--- config.mk ---
export PLATFORM = sky130hd
export DESIGN_NAME = mem_stage_flat
export DESIGN_NICKNAME = d
export VERILOG_FILES = /design/src/rtl/mem_stage_pkg.sv /design/src/rtl/mem_stage_if.sv /design/src/rtl/mem_stage_access_fsm.sv /design/src/rtl/mem_stage.sv /design/src/flat_wrapper.sv
export SDC_FILE = /design/constraint.sdc
export NUM_CORES = 1
export LEC_CHECK = 0
export CAP_MARGIN = 10
export CELL_PAD_IN_SITES_DETAIL_PLACEMENT = 1
export CELL_PAD_IN_SITES_GLOBAL_PLACEMENT = 1
export CORE_MARGIN = 5
export CORE_UTILIZATION = 31
export CTS_CLUSTER_SIZE = 10
export DETAILED_ROUTE_END_ITERATION = 10
export GPL_ROUTABILITY_DRIVEN = 0
export PLACE_DENSITY_LB_ADDON = 0.1
export SLEW_MARGIN = 15
export SYNTH_ARGS = -nofsm -noshare
export SYNTH_HDL_FRONTEND = slang
export SYNTH_SLANG_ARGS = --single-unit
--- constraint.sdc ---
create_clock -name clk -period 2.27 [get_ports clk]
set_input_delay 0.454 -clock clk [delete_from_list [all_inputs] [get_ports clk]]
set_output_delay 0.454 -clock clk [all_outputs]
set_load 0.03 [all_outputs]
--- src/rtl/mem_stage_pkg.sv ---
// Shared types and constants for the MEM pipeline stage.
package mem_stage_pkg;

  localparam int unsigned DEF_DATA_W = 32;
  localparam int unsigned DEF_RD_W   = 5;

  // Low address bits that must be zero for a word access.
  localparam logic [1:0] WORD_ALIGN_MASK = 2'b11;

  typedef enum logic [0:0] {
    StIdle,
    StReq
  } mem_state_t;

endpackage

--- src/rtl/mem_stage_if.sv ---
// Data-memory request/acknowledge bus between the MEM stage and the memory.
interface mem_stage_if
  import mem_stage_pkg::*;
#(
  parameter int unsigned DATA_W = DEF_DATA_W
) ();

  logic              dmem_req;
  logic              dmem_we;
  logic [DATA_W-1:0] dmem_addr;
  logic [DATA_W-1:0] dmem_wdata;
  logic              dmem_ack;
  logic [DATA_W-1:0] dmem_rdata;

  modport master (
    output dmem_req,
    output dmem_we,
    output dmem_addr,
    output dmem_wdata,
    input  dmem_ack,
    input  dmem_rdata
  );

  modport slave (
    input  dmem_req,
    input  dmem_we,
    input  dmem_addr,
    input  dmem_wdata,
    output dmem_ack,
    output dmem_rdata
  );

endinterface

--- src/rtl/mem_stage_access_fsm.sv ---
// Data-memory access sequencer: IDLE decision cycle, then REQ until ack or timeout.
module mem_access_fsm
  import mem_stage_pkg::*;
#(
  parameter int unsigned TO_MAX = 255,
  parameter int unsigned TO_W   = 8
) (
  input  logic clk,
  input  logic rst,
  input  logic is_mem_i,
  input  logic misaligned_i,
  input  logic is_write_i,
  input  logic dmem_ack_i,
  output logic dmem_req_o,
  output logic dmem_we_o,
  output logic stall_o,
  output logic mem_fault_o
);

  // Counter value seen in the REQ cycle whose missing ack means TO_MAX cycles have elapsed.
  localparam logic [TO_W-1:0] LastCnt = TO_W'(TO_MAX - 1);

  mem_state_t      state_q, state_d;
  logic [TO_W-1:0] cnt_q, cnt_d;

  // State and timeout counter registers.
  always_ff @(posedge clk) begin
    if (rst) begin
      state_q <= StIdle;
      cnt_q   <= '0;
    end else begin
      state_q <= state_d;
      cnt_q   <= cnt_d;
    end
  end

  // Next-state, request strobes, stall and fault pulse.
  always_comb begin
    state_d     = state_q;
    cnt_d       = cnt_q;
    dmem_req_o  = 1'b0;
    dmem_we_o   = 1'b0;
    stall_o     = 1'b0;
    mem_fault_o = 1'b0;
    unique case (state_q)
      StIdle: begin
        if (is_mem_i && !misaligned_i) begin
          state_d = StReq;
          stall_o = 1'b1;
        end else if (misaligned_i) begin
          mem_fault_o = 1'b1;
        end
      end
      StReq: begin
        dmem_req_o = 1'b1;
        dmem_we_o  = is_write_i;
        if (dmem_ack_i) begin
          // An ack in the final allowed cycle still wins over the timeout.
          state_d = StIdle;
          cnt_d   = '0;
        end else if (cnt_q == LastCnt) begin
          mem_fault_o = 1'b1;
          state_d     = StIdle;
          cnt_d       = '0;
        end else begin
          cnt_d   = cnt_q + 1'b1;
          stall_o = 1'b1;
        end
      end
      default: state_d = StIdle;
    endcase
  end

endmodule

--- src/rtl/mem_stage.sv ---
// EX/MEM register, MEM-stage data access and MEM/WB register with forwarding taps.
module mem_stage
  import mem_stage_pkg::*;
#(
  parameter int unsigned DATA_W = DEF_DATA_W,
  parameter int unsigned RD_W   = DEF_RD_W,
  parameter int unsigned TO_MAX = 255,
  parameter int unsigned TO_W   = 8
) (
  input  logic              clk,
  input  logic              rst,
  input  logic              ex_valid,
  input  logic [DATA_W-1:0] ex_alu_out,
  input  logic [DATA_W-1:0] ex_st_data,
  input  logic [RD_W-1:0]   ex_rd,
  input  logic              ex_reg_write,
  input  logic              ex_mem_read,
  input  logic              ex_mem_write,
  input  logic              flush,
  output logic              stall_out,
  output logic [DATA_W-1:0] data_ex_mem,
  mem_stage_if.master       dmem,
  output logic              mem_fault,
  output logic              wb_valid,
  output logic              wb_reg_write,
  output logic [RD_W-1:0]   wb_rd,
  output logic [DATA_W-1:0] data_mem_wb
);

  logic              exm_valid_q, exm_valid_d;
  logic [DATA_W-1:0] exm_alu_out_q, exm_alu_out_d;
  logic [DATA_W-1:0] exm_st_data_q, exm_st_data_d;
  logic [RD_W-1:0]   exm_rd_q, exm_rd_d;
  logic              exm_reg_write_q, exm_reg_write_d;
  logic              exm_mem_read_q, exm_mem_read_d;
  logic              exm_mem_write_q, exm_mem_write_d;

  logic              wb_valid_q, wb_valid_d;
  logic              wb_reg_write_q, wb_reg_write_d;
  logic [RD_W-1:0]   wb_rd_q, wb_rd_d;
  logic [DATA_W-1:0] wb_data_q, wb_data_d;

  logic is_mem, misaligned, is_write;

  assign is_mem     = exm_valid_q & (exm_mem_read_q | exm_mem_write_q);
  assign misaligned = is_mem & (|(exm_alu_out_q[1:0] & WORD_ALIGN_MASK));
  // Read wins if both read and write are set.
  assign is_write   = exm_mem_write_q & ~exm_mem_read_q;

  mem_access_fsm #(
    .TO_MAX(TO_MAX),
    .TO_W  (TO_W)
  ) u_fsm (
    .clk         (clk),
    .rst         (rst),
    .is_mem_i    (is_mem),
    .misaligned_i(misaligned),
    .is_write_i  (is_write),
    .dmem_ack_i  (dmem.dmem_ack),
    .dmem_req_o  (dmem.dmem_req),
    .dmem_we_o   (dmem.dmem_we),
    .stall_o     (stall_out),
    .mem_fault_o (mem_fault)
  );

  assign dmem.dmem_addr  = exm_alu_out_q & ~{{(DATA_W-2){1'b0}}, WORD_ALIGN_MASK};
  assign dmem.dmem_wdata = exm_st_data_q;
  assign data_ex_mem     = exm_alu_out_q;

  // EX/MEM reload unless stalled; flush only squashes the incoming instruction.
  always_comb begin
    exm_valid_d     = exm_valid_q;
    exm_alu_out_d   = exm_alu_out_q;
    exm_st_data_d   = exm_st_data_q;
    exm_rd_d        = exm_rd_q;
    exm_reg_write_d = exm_reg_write_q;
    exm_mem_read_d  = exm_mem_read_q;
    exm_mem_write_d = exm_mem_write_q;
    if (!stall_out) begin
      exm_valid_d     = ex_valid & ~flush;
      exm_alu_out_d   = ex_alu_out;
      exm_st_data_d   = ex_st_data;
      exm_rd_d        = ex_rd;
      exm_reg_write_d = ex_reg_write;
      exm_mem_read_d  = ex_mem_read;
      exm_mem_write_d = ex_mem_write;
    end
  end

  // MEM/WB: bubble while stalled or on a fault, otherwise capture the retiring op.
  always_comb begin
    wb_valid_d     = 1'b0;
    wb_reg_write_d = 1'b0;
    wb_rd_d        = wb_rd_q;
    wb_data_d      = wb_data_q;
    if (!stall_out && !mem_fault) begin
      wb_valid_d     = exm_valid_q;
      wb_reg_write_d = exm_valid_q & exm_reg_write_q;
      wb_rd_d        = exm_rd_q;
      wb_data_d      = exm_mem_read_q ? dmem.dmem_rdata : exm_alu_out_q;
    end
  end

  // EX/MEM pipeline register.
  always_ff @(posedge clk) begin
    if (rst) begin
      exm_valid_q     <= 1'b0;
      exm_alu_out_q   <= '0;
      exm_st_data_q   <= '0;
      exm_rd_q        <= '0;
      exm_reg_write_q <= 1'b0;
      exm_mem_read_q  <= 1'b0;
      exm_mem_write_q <= 1'b0;
    end else begin
      exm_valid_q     <= exm_valid_d;
      exm_alu_out_q   <= exm_alu_out_d;
      exm_st_data_q   <= exm_st_data_d;
      exm_rd_q        <= exm_rd_d;
      exm_reg_write_q <= exm_reg_write_d;
      exm_mem_read_q  <= exm_mem_read_d;
      exm_mem_write_q <= exm_mem_write_d;
    end
  end

  // MEM/WB pipeline register.
  always_ff @(posedge clk) begin
    if (rst) begin
      wb_valid_q     <= 1'b0;
      wb_reg_write_q <= 1'b0;
      wb_rd_q        <= '0;
      wb_data_q      <= '0;
    end else begin
      wb_valid_q     <= wb_valid_d;
      wb_reg_write_q <= wb_reg_write_d;
      wb_rd_q        <= wb_rd_d;
      wb_data_q      <= wb_data_d;
    end
  end

  assign wb_valid     = wb_valid_q;
  assign wb_reg_write = wb_reg_write_q;
  assign wb_rd        = wb_rd_q;
  assign data_mem_wb  = wb_data_q;

endmodule

--- src/flat_wrapper.sv ---
// flat-port wrapper written by rule: the top's interface ports become plain ports
module mem_stage_flat import mem_stage_pkg::*;
#(
  parameter int unsigned DATA_W = DEF_DATA_W,
  parameter int unsigned RD_W   = DEF_RD_W,
  parameter int unsigned TO_MAX = 255,
  parameter int unsigned TO_W   = 8
)
  (clk, rst, ex_valid, ex_alu_out, ex_st_data, ex_rd, ex_reg_write, ex_mem_read, ex_mem_write, flush, stall_out, data_ex_mem, mem_fault, wb_valid, wb_reg_write, wb_rd, data_mem_wb, dmem_dmem_req, dmem_dmem_we, dmem_dmem_addr, dmem_dmem_wdata, dmem_dmem_ack, dmem_dmem_rdata);
  mem_stage_if #(.DATA_W(DATA_W)) dmem_i ();
  input  logic clk;
  input  logic rst;
  input  logic ex_valid;
  input  logic [DATA_W-1:0] ex_alu_out;
  input  logic [DATA_W-1:0] ex_st_data;
  input  logic [RD_W-1:0] ex_rd;
  input  logic ex_reg_write;
  input  logic ex_mem_read;
  input  logic ex_mem_write;
  input  logic flush;
  output logic stall_out;
  output logic [DATA_W-1:0] data_ex_mem;
  output logic mem_fault;
  output logic wb_valid;
  output logic wb_reg_write;
  output logic [RD_W-1:0] wb_rd;
  output logic [DATA_W-1:0] data_mem_wb;
  output wire logic [$bits(dmem_i.dmem_req)-1:0] dmem_dmem_req;
  output wire logic [$bits(dmem_i.dmem_we)-1:0] dmem_dmem_we;
  output wire logic [$bits(dmem_i.dmem_addr)-1:0] dmem_dmem_addr;
  output wire logic [$bits(dmem_i.dmem_wdata)-1:0] dmem_dmem_wdata;
  input wire logic [$bits(dmem_i.dmem_ack)-1:0] dmem_dmem_ack;
  input wire logic [$bits(dmem_i.dmem_rdata)-1:0] dmem_dmem_rdata;
  assign dmem_dmem_req = dmem_i.dmem_req;
  assign dmem_dmem_we = dmem_i.dmem_we;
  assign dmem_dmem_addr = dmem_i.dmem_addr;
  assign dmem_dmem_wdata = dmem_i.dmem_wdata;
  assign dmem_i.dmem_ack = dmem_dmem_ack;
  assign dmem_i.dmem_rdata = dmem_dmem_rdata;
  mem_stage #(.DATA_W(DATA_W), .RD_W(RD_W), .TO_MAX(TO_MAX), .TO_W(TO_W)) u_core (.clk(clk), .rst(rst), .ex_valid(ex_valid), .ex_alu_out(ex_alu_out), .ex_st_data(ex_st_data), .ex_rd(ex_rd), .ex_reg_write(ex_reg_write), .ex_mem_read(ex_mem_read), .ex_mem_write(ex_mem_write), .flush(flush), .stall_out(stall_out), .data_ex_mem(data_ex_mem), .dmem(dmem_i), .mem_fault(mem_fault), .wb_valid(wb_valid), .wb_reg_write(wb_reg_write), .wb_rd(wb_rd), .data_mem_wb(data_mem_wb));
endmodule
# After elaboration in Yosys (flattened, before gate mapping)

Cells that the tools add are included.

Register bits after elaboration: 121
Bits of input ports: 109
Output and inout bits: 139
Word-level logic and storage cells: 46

Add/subtract/negate cells: 1
Equality and inequality tests: 1
Muxes and demuxes: 14
Bitwise operators: 10
Reduce and logical (&&, ||, !) cells: 7

Operators with widths:

| cell                  | count |
|---|---|
| $mux W32              | 1 |
| $mux W8               | 2 |
| $mux W1               | 9 |
| $add A8 B1 Y8 const B | 1 |
| $eq A8 B8 Y1 const B  | 1 |
| $and A1 B1 Y1         | 5 |
| $not A1 Y1            | 4 |
| $pmux W1 S2           | 2 |
| $reduce_or A2 Y1      | 2 |
| $logic_not A1 Y1      | 3 |
| $logic_and A1 B1 Y1   | 2 |
| $or A1 B1 Y1          | 1 |

# Depth between registers and ports, before layout

Gate-level depths: netlist of the first run.

Depth in word-level cells: 11
Gate-level depth with buffers: 9
Gate-level depth less buffers: 6

# Modules after synthesis

A second synthesis of the first run with hierarchy kept.

Cells, all modules: 505
Area, all modules: 5,233.8 um2

By module, submodules not included:

| module         | times used | cells an instance | area an instance (um2) | seq. area each (um2) |
|---|---|---|---|---|
| mem_stage      | 1          | 446               | 4,718.3                | 2,242.2 |
| mem_access_fsm | 1          | 59                | 515.5                  | 180.2 |

# Worst setup path after synthesis of the first run

Ideal clock, no wire load.

Kind: register -> output
From: register u_core.u_fsm.state_q
To: output port stall_out
Data arrival time: 1.702 ns
Data required time: 1.816 ns
Path slack: 0.114 ns
Cell stages (with the launch flop): 8
Path buffers: 4
Path through: dfxtp_1 buf_2 or3_1 o31a_1 clkbuf_1 buf_6 buf_6 inv_2

Cells in the longest elaborated chain, start to end: 2

Ends and longest elaborated chain:

| what                   | RTL line                   | source |
|---|---|---|
| start, declared        | mem_stage_access_fsm.sv:23 | `mem_state_t state_q, state_d;` |
| start signal, assigned | mem_stage_access_fsm.sv:29 | `state_q <= StIdle;` |
| start signal, assigned | mem_stage_access_fsm.sv:32 | `state_q <= state_d;` |
| $not A1 Y1             | -                          |  |
| $pmux W1 S2 (*)        | mem_stage_access_fsm.sv:45 | `unique case (state_q)` |
| end, declared          | flat_wrapper.sv:21         | `output logic stall_out;` |

Every way passes the cells marked *; elsewhere a longest branch is shown, timed or not.

# Worst setup path after layout of the first run

From: register u_core.exm_valid_q
To: output port stall_out

Cells in the longest elaborated chain, start to end: 6

Ends and longest elaborated chain:

| what                    | RTL line                   | source |
|---|---|---|
| start, declared         | mem_stage.sv:30            | `logic exm_valid_q, exm_valid_d;` |
| start signal, assigned  | mem_stage.sv:115           | `exm_valid_q <= exm_valid_d;` |
| $and A1 B1 Y1 (*)       | mem_stage.sv:45            | `assign is_mem = exm_valid_q & (exm_mem_read_q \| exm_mem_write_q);` |
| $and A1 B1 Y1           | mem_stage.sv:46            | `assign misaligned = is_mem & (\|(exm_alu_out_q[1:0] & WORD_ALIGN_MASK));` |
| $logic_not A1 Y1        | mem_stage_access_fsm.sv:47 | `if (is_mem_i && !misaligned_i) begin` |
| $logic_and A1 B1 Y1 (*) | mem_stage_access_fsm.sv:47 |  |
| $mux W1 (*)             | mem_stage_access_fsm.sv:47 |  |
| $pmux W1 S2 (*)         | mem_stage_access_fsm.sv:45 |  |

Marked as above.

==> metrics.md, run 1 <==
| Metric | Value |
|---|---|
| Num ports | 248 |
| Final Skew | 0.00526 ns |
| Depth of the most critical reg-to-reg path | 7 |
| Most frequent cells after synthesis | 147 x nand2b_1, 121 x dfxtp_1, 110 x mux2i_1, 42 x nor2_1, 33 x buf_4 |
| Syn Area/Cell | 9.71 um^2 |
| Final ANT Viol Nets | 0 |
| Die Width | 145 um |
| CP Max Fanout | 4 |
| Met2 GRT Util | 28.3% |
| Vias in the first global route | 5042 |
| Largest net degree at the start of global routing | 61 |
| Initial drt markers | 138 |
| Post-synth top flop | dfxtp_1 |
| NetSw | 1.64 mW |
| Mapped Cells | 579 |
| Switch share | 26.7% |
| Final setup fails | 0 |
| CP max stage cell | or3_4 |
| Port Buffers | 245 |
| Core Footprint | 17900 um^2 |
| Post-CTS Hold Fix Bufs | 0 |
| Worst path max stage delay | 0.41 ns |
| Min Hold Slack | 0.461 ns |
| Async S/R FF share, synth | 0% |
| Worst min-delay path class | reg2reg |
| Cell with the most instances after synthesis | nand2b_1 |
| Initial antenna violation count | 0 |
| Layout cells sized above 1 | 7.30% |
| Crit path time final | 2.20 ns |
| Synth top area share | 43.1% |
| Internal power | 4.52 mW |
| Vias per inst | 4.62 |
| Grt peak-use layer | met2 |
| Yosys reg bits | 121 |
| Worst skew pair latency | 0.41 ns |
| CP bufs+invs | 3 |
| Crit path max-delay family | simple AND/OR/NAND/NOR gates |
| Number of flops mapped to enable cells by yosys | 0 |
| WHS Path Cells | 1 |
| Sequential area share after synthesis | 43.1% |
| Status | completed |
| Drc violations | 0 |
| Leak pwr | 3.74 nW |
| Crit Path Category | reg2out |
| Post-DP HPWL | 12400 um |
| Synth warnings | 0 |
| Startpoint types | flip-flop |
| Filler cell count | 1980 |
| Row count | 49 |
| N_diodes | 0 |
| M3 GR Usage | 5.52% |
| Max VDD drop | 502 uV |
| Peak Freq | 455 MHz |
| Total CTS buffers | 17 |
| GRT Util Overall | 16.0% |
| CP arrival | 1.74 ns |
| Detailed Route WL | 17000 um |
| P per Cell Area | 712 nW/um^2 |
| Reg-to-reg startpoint | u_core.u_fsm.cnt_q[1] |
| Final instance area | 8660 um^2 |
| HP Start | u_core.exm_reg_write_q |
| Largest area contributor in the netlist | dfxtp_1 |
| Dpl cell area | 8050 um^2 |
| First-pass DRT Iterations | 4 |
| Worst setup EP type | primary output |
| Internal reg-to-reg setup slack | 0.42 ns |
| Slew at the pin closest to its max-slew limit | 0.618 ns |
| Gate power share | 19.4% |
| First-pass GRT wire length | 26200 um |
| Initial Util | 31.4% |
| Height of the die | 145 um |
| Synth cell types | 37 |
| TritonCTS sink count | 121 |
| Area occupied by registers | 2430 um^2 |
| Crit path cell chain | inv_1 -> or3_4 -> o31a_4 -> inv_2 -> buf_6 |
| H-tree depth | 4 |
| Area of the mapped netlist | 5620 um^2 |
| Area Growth Syn to Fin | 54.0% |
| Area of the multi-input gates | 2750 um^2 |
| Seq pwr share | 38.3% |
| Routed len/inst | 16.6 um |
| GR Overflow Total | 0 |
| DR vias | 4728 |
| Area contributors post-synth | dfxtp_1 43%, mux2i_1 20%, nand2b_1 16% |
| Nets | 893 |
| Die area | 20900 um^2 |
| Max Cap Viol | 0 |
| Global routing usage on met1 | 18.3% |
| Max Root-Sink Buffers | 2 |
| Fin. max-slew vios | 0 |
| TritonCTS clock tree | done |
| CP required | 1.82 ns |
| Clock power frac | 42.2% |
| Hold Fails Final Rpt | 0 |
| RR Endpoint | u_core.data_ex_mem[27] |
| Root Driver | clkbuf_16 |
| Relative slew slack | 58.8% |
| Final period util | 96.8% |
| Clk slew on worst S/H paths | 0.06 ns |
| Hold endpoint | u_core.wb_reg_write |
[layout make-up]
cell class	count	area share, %
Clock buffer	23	5.40
Clock inverter	9	1.13
Inverter	4	0.173
Multi-Input combinational cell	379	31.8
Sequential cell	121	28.0
Tap cell	229	3.31
Timing Repair Buffer	259	30.2
[kinds of logic (layout without fill, tap and decap cells)]
| kind of cell | after synthesis | in the layout | synth area share, % |
|---|---|---|---|
| AO/OA/AOI/OAI | 50 | 50 | 6.50 |
| XOR/XNOR | 2 | 2 | 0.312 |
| adder cells (fa/ha/maj) | 2 | 2 | 0.445 |
| buffers and inverters | 80 | 295 | 8.46 |
| flip-flops | 121 | 121 | 43.1 |
| multiplexers | 110 | 110 | 19.6 |
| other | 1 | 2 | 0.0667 |
| AND/OR/NAND/NOR | 213 | 213 | 21.6 |
[worst register-to-register path, delay by kind of cell, from the launching register on]
family | cells | cell delay, ns
mux | 1 | 0.27
compound gates | 2 | 0.31
flops | 1 | 0.39
buf+inv | 2 | 0.36
simple gates | 1 | 0.27
fa+ha+maj | 1 | 0.19
[state kept, by name (all words and copies together) (netlist names), 5 cells and up]
| signal | flops |
|---|---|
| u_core.u_fsm.cnt_q | 8 |
| u_core.wb_rd | 5 |
| u_core.data_mem_wb | 32 |
| u_core.data_ex_mem | 32 |
| u_core.dmem.dmem_wdata | 32 |
| u_core.exm_rd_q | 5 |
[power by group through the flow]
stage / clock [mW] / combinational, mW / sequential [mW]
after floorplan: 0 / 0.440 / 2.63
after global routing: 2.79 / 1.27 / 2.38
after global placement: 0 / 1.19 / 2.40
after CTS: 2.70 / 1.21 / 2.36
after detailed placement: 0 / 1.21 / 2.41
final: 2.61 / 1.20 / 2.36
[worst max-delay path by stage]
stage,depth (start not counted),startpoint,endpoint
floorplan,7,u_core.u_fsm.state_q,stall_out
global placement,6,dmem_dmem_ack,stall_out
detailed placement,6,dmem_dmem_ack,u_core.dmem.dmem_wdata[7]
CTS,7,u_core.u_fsm.cnt_q[0],stall_out
global route,6,u_core.u_fsm.cnt_q[0],mem_fault
finish,5,u_core.exm_valid_q,stall_out
[repair_timing]
action,in CTS,in global routing
gates resized for setup,3,5
pin swaps,0,1
buffers inserted,0,3
setup endpoints to repair,2,2
[per-stage QoR]
step | setup slack, ns | cells | utilization (%) | power, mW | setup TNS [ns]
after floorplan | 0.114 | 580 | - | 3.07 | 0
after global placement | 0.0950 | 989 | 44.9 | 3.59 | 0
after detailed placement | 0.0720 | 989 | 44.9 | 3.62 | 0
after CTS | -0.000132 | 1021 | 48.2 | 6.28 | -0.000132
after global routing | -0.0296 | 1024 | 48.4 | 6.45 | -0.0386
final | 0.0724 | 1024 | 48.4 | 6.17 | 0
[layout by cell type, fill, tap and decap left out, types with 3 or more instances in the layout]
| cell | netlist | layout |
|---|---|---|
| a211oi_1 | 32 | 32 |
| buf_12 | 0 | 5 |
| mux2i_1 | 110 | 110 |
| buf_4 | 33 | 11 |
| clkdlybuf4s50_1 | 0 | 242 |
| clkbuf_16 | 0 | 17 |
| dfxtp_1 | 121 | 118 |
| nand2b_1 | 147 | 147 |
| clkbuf_1 | 31 | 4 |
| clkinv_2 | 0 | 6 |
| a21oi_1 | 5 | 5 |
| nand2_1 | 8 | 8 |
| a31oi_1 | 4 | 4 |
| nor2_1 | 42 | 42 |
| nand3_1 | 4 | 4 |
| inv_1 | 3 | 3 |
| dfxtp_2 | 0 | 3 |
[per-layer routing]
layer,vias to the layer above,part of all wire (%)
met5,-,0
met4,0,0.81
met2,149,51
met3,11,7.2
li1,2312,-
met1,2256,41
Power figures use the tool's default switching activity.
==> inputs of run 2 (changes only) <==
--- a/config.mk
+++ b/config.mk
@@ -10,11 +10,12 @@
 export CELL_PAD_IN_SITES_GLOBAL_PLACEMENT = 1
 export CORE_MARGIN = 5
 export CORE_UTILIZATION = 31
+export CTS_CLUSTER_DIAMETER = 40
 export CTS_CLUSTER_SIZE = 10
 export DETAILED_ROUTE_END_ITERATION = 10
 export GPL_ROUTABILITY_DRIVEN = 0
 export PLACE_DENSITY_LB_ADDON = 0.1
-export SLEW_MARGIN = 15
+export SLEW_MARGIN = 20
 export SYNTH_ARGS = -nofsm -noshare
 export SYNTH_HDL_FRONTEND = slang
 export SYNTH_SLANG_ARGS = --single-unit
==> results of run 2 <==
Same layout as run 1: the final DEF is identical, and so are final timing and power.
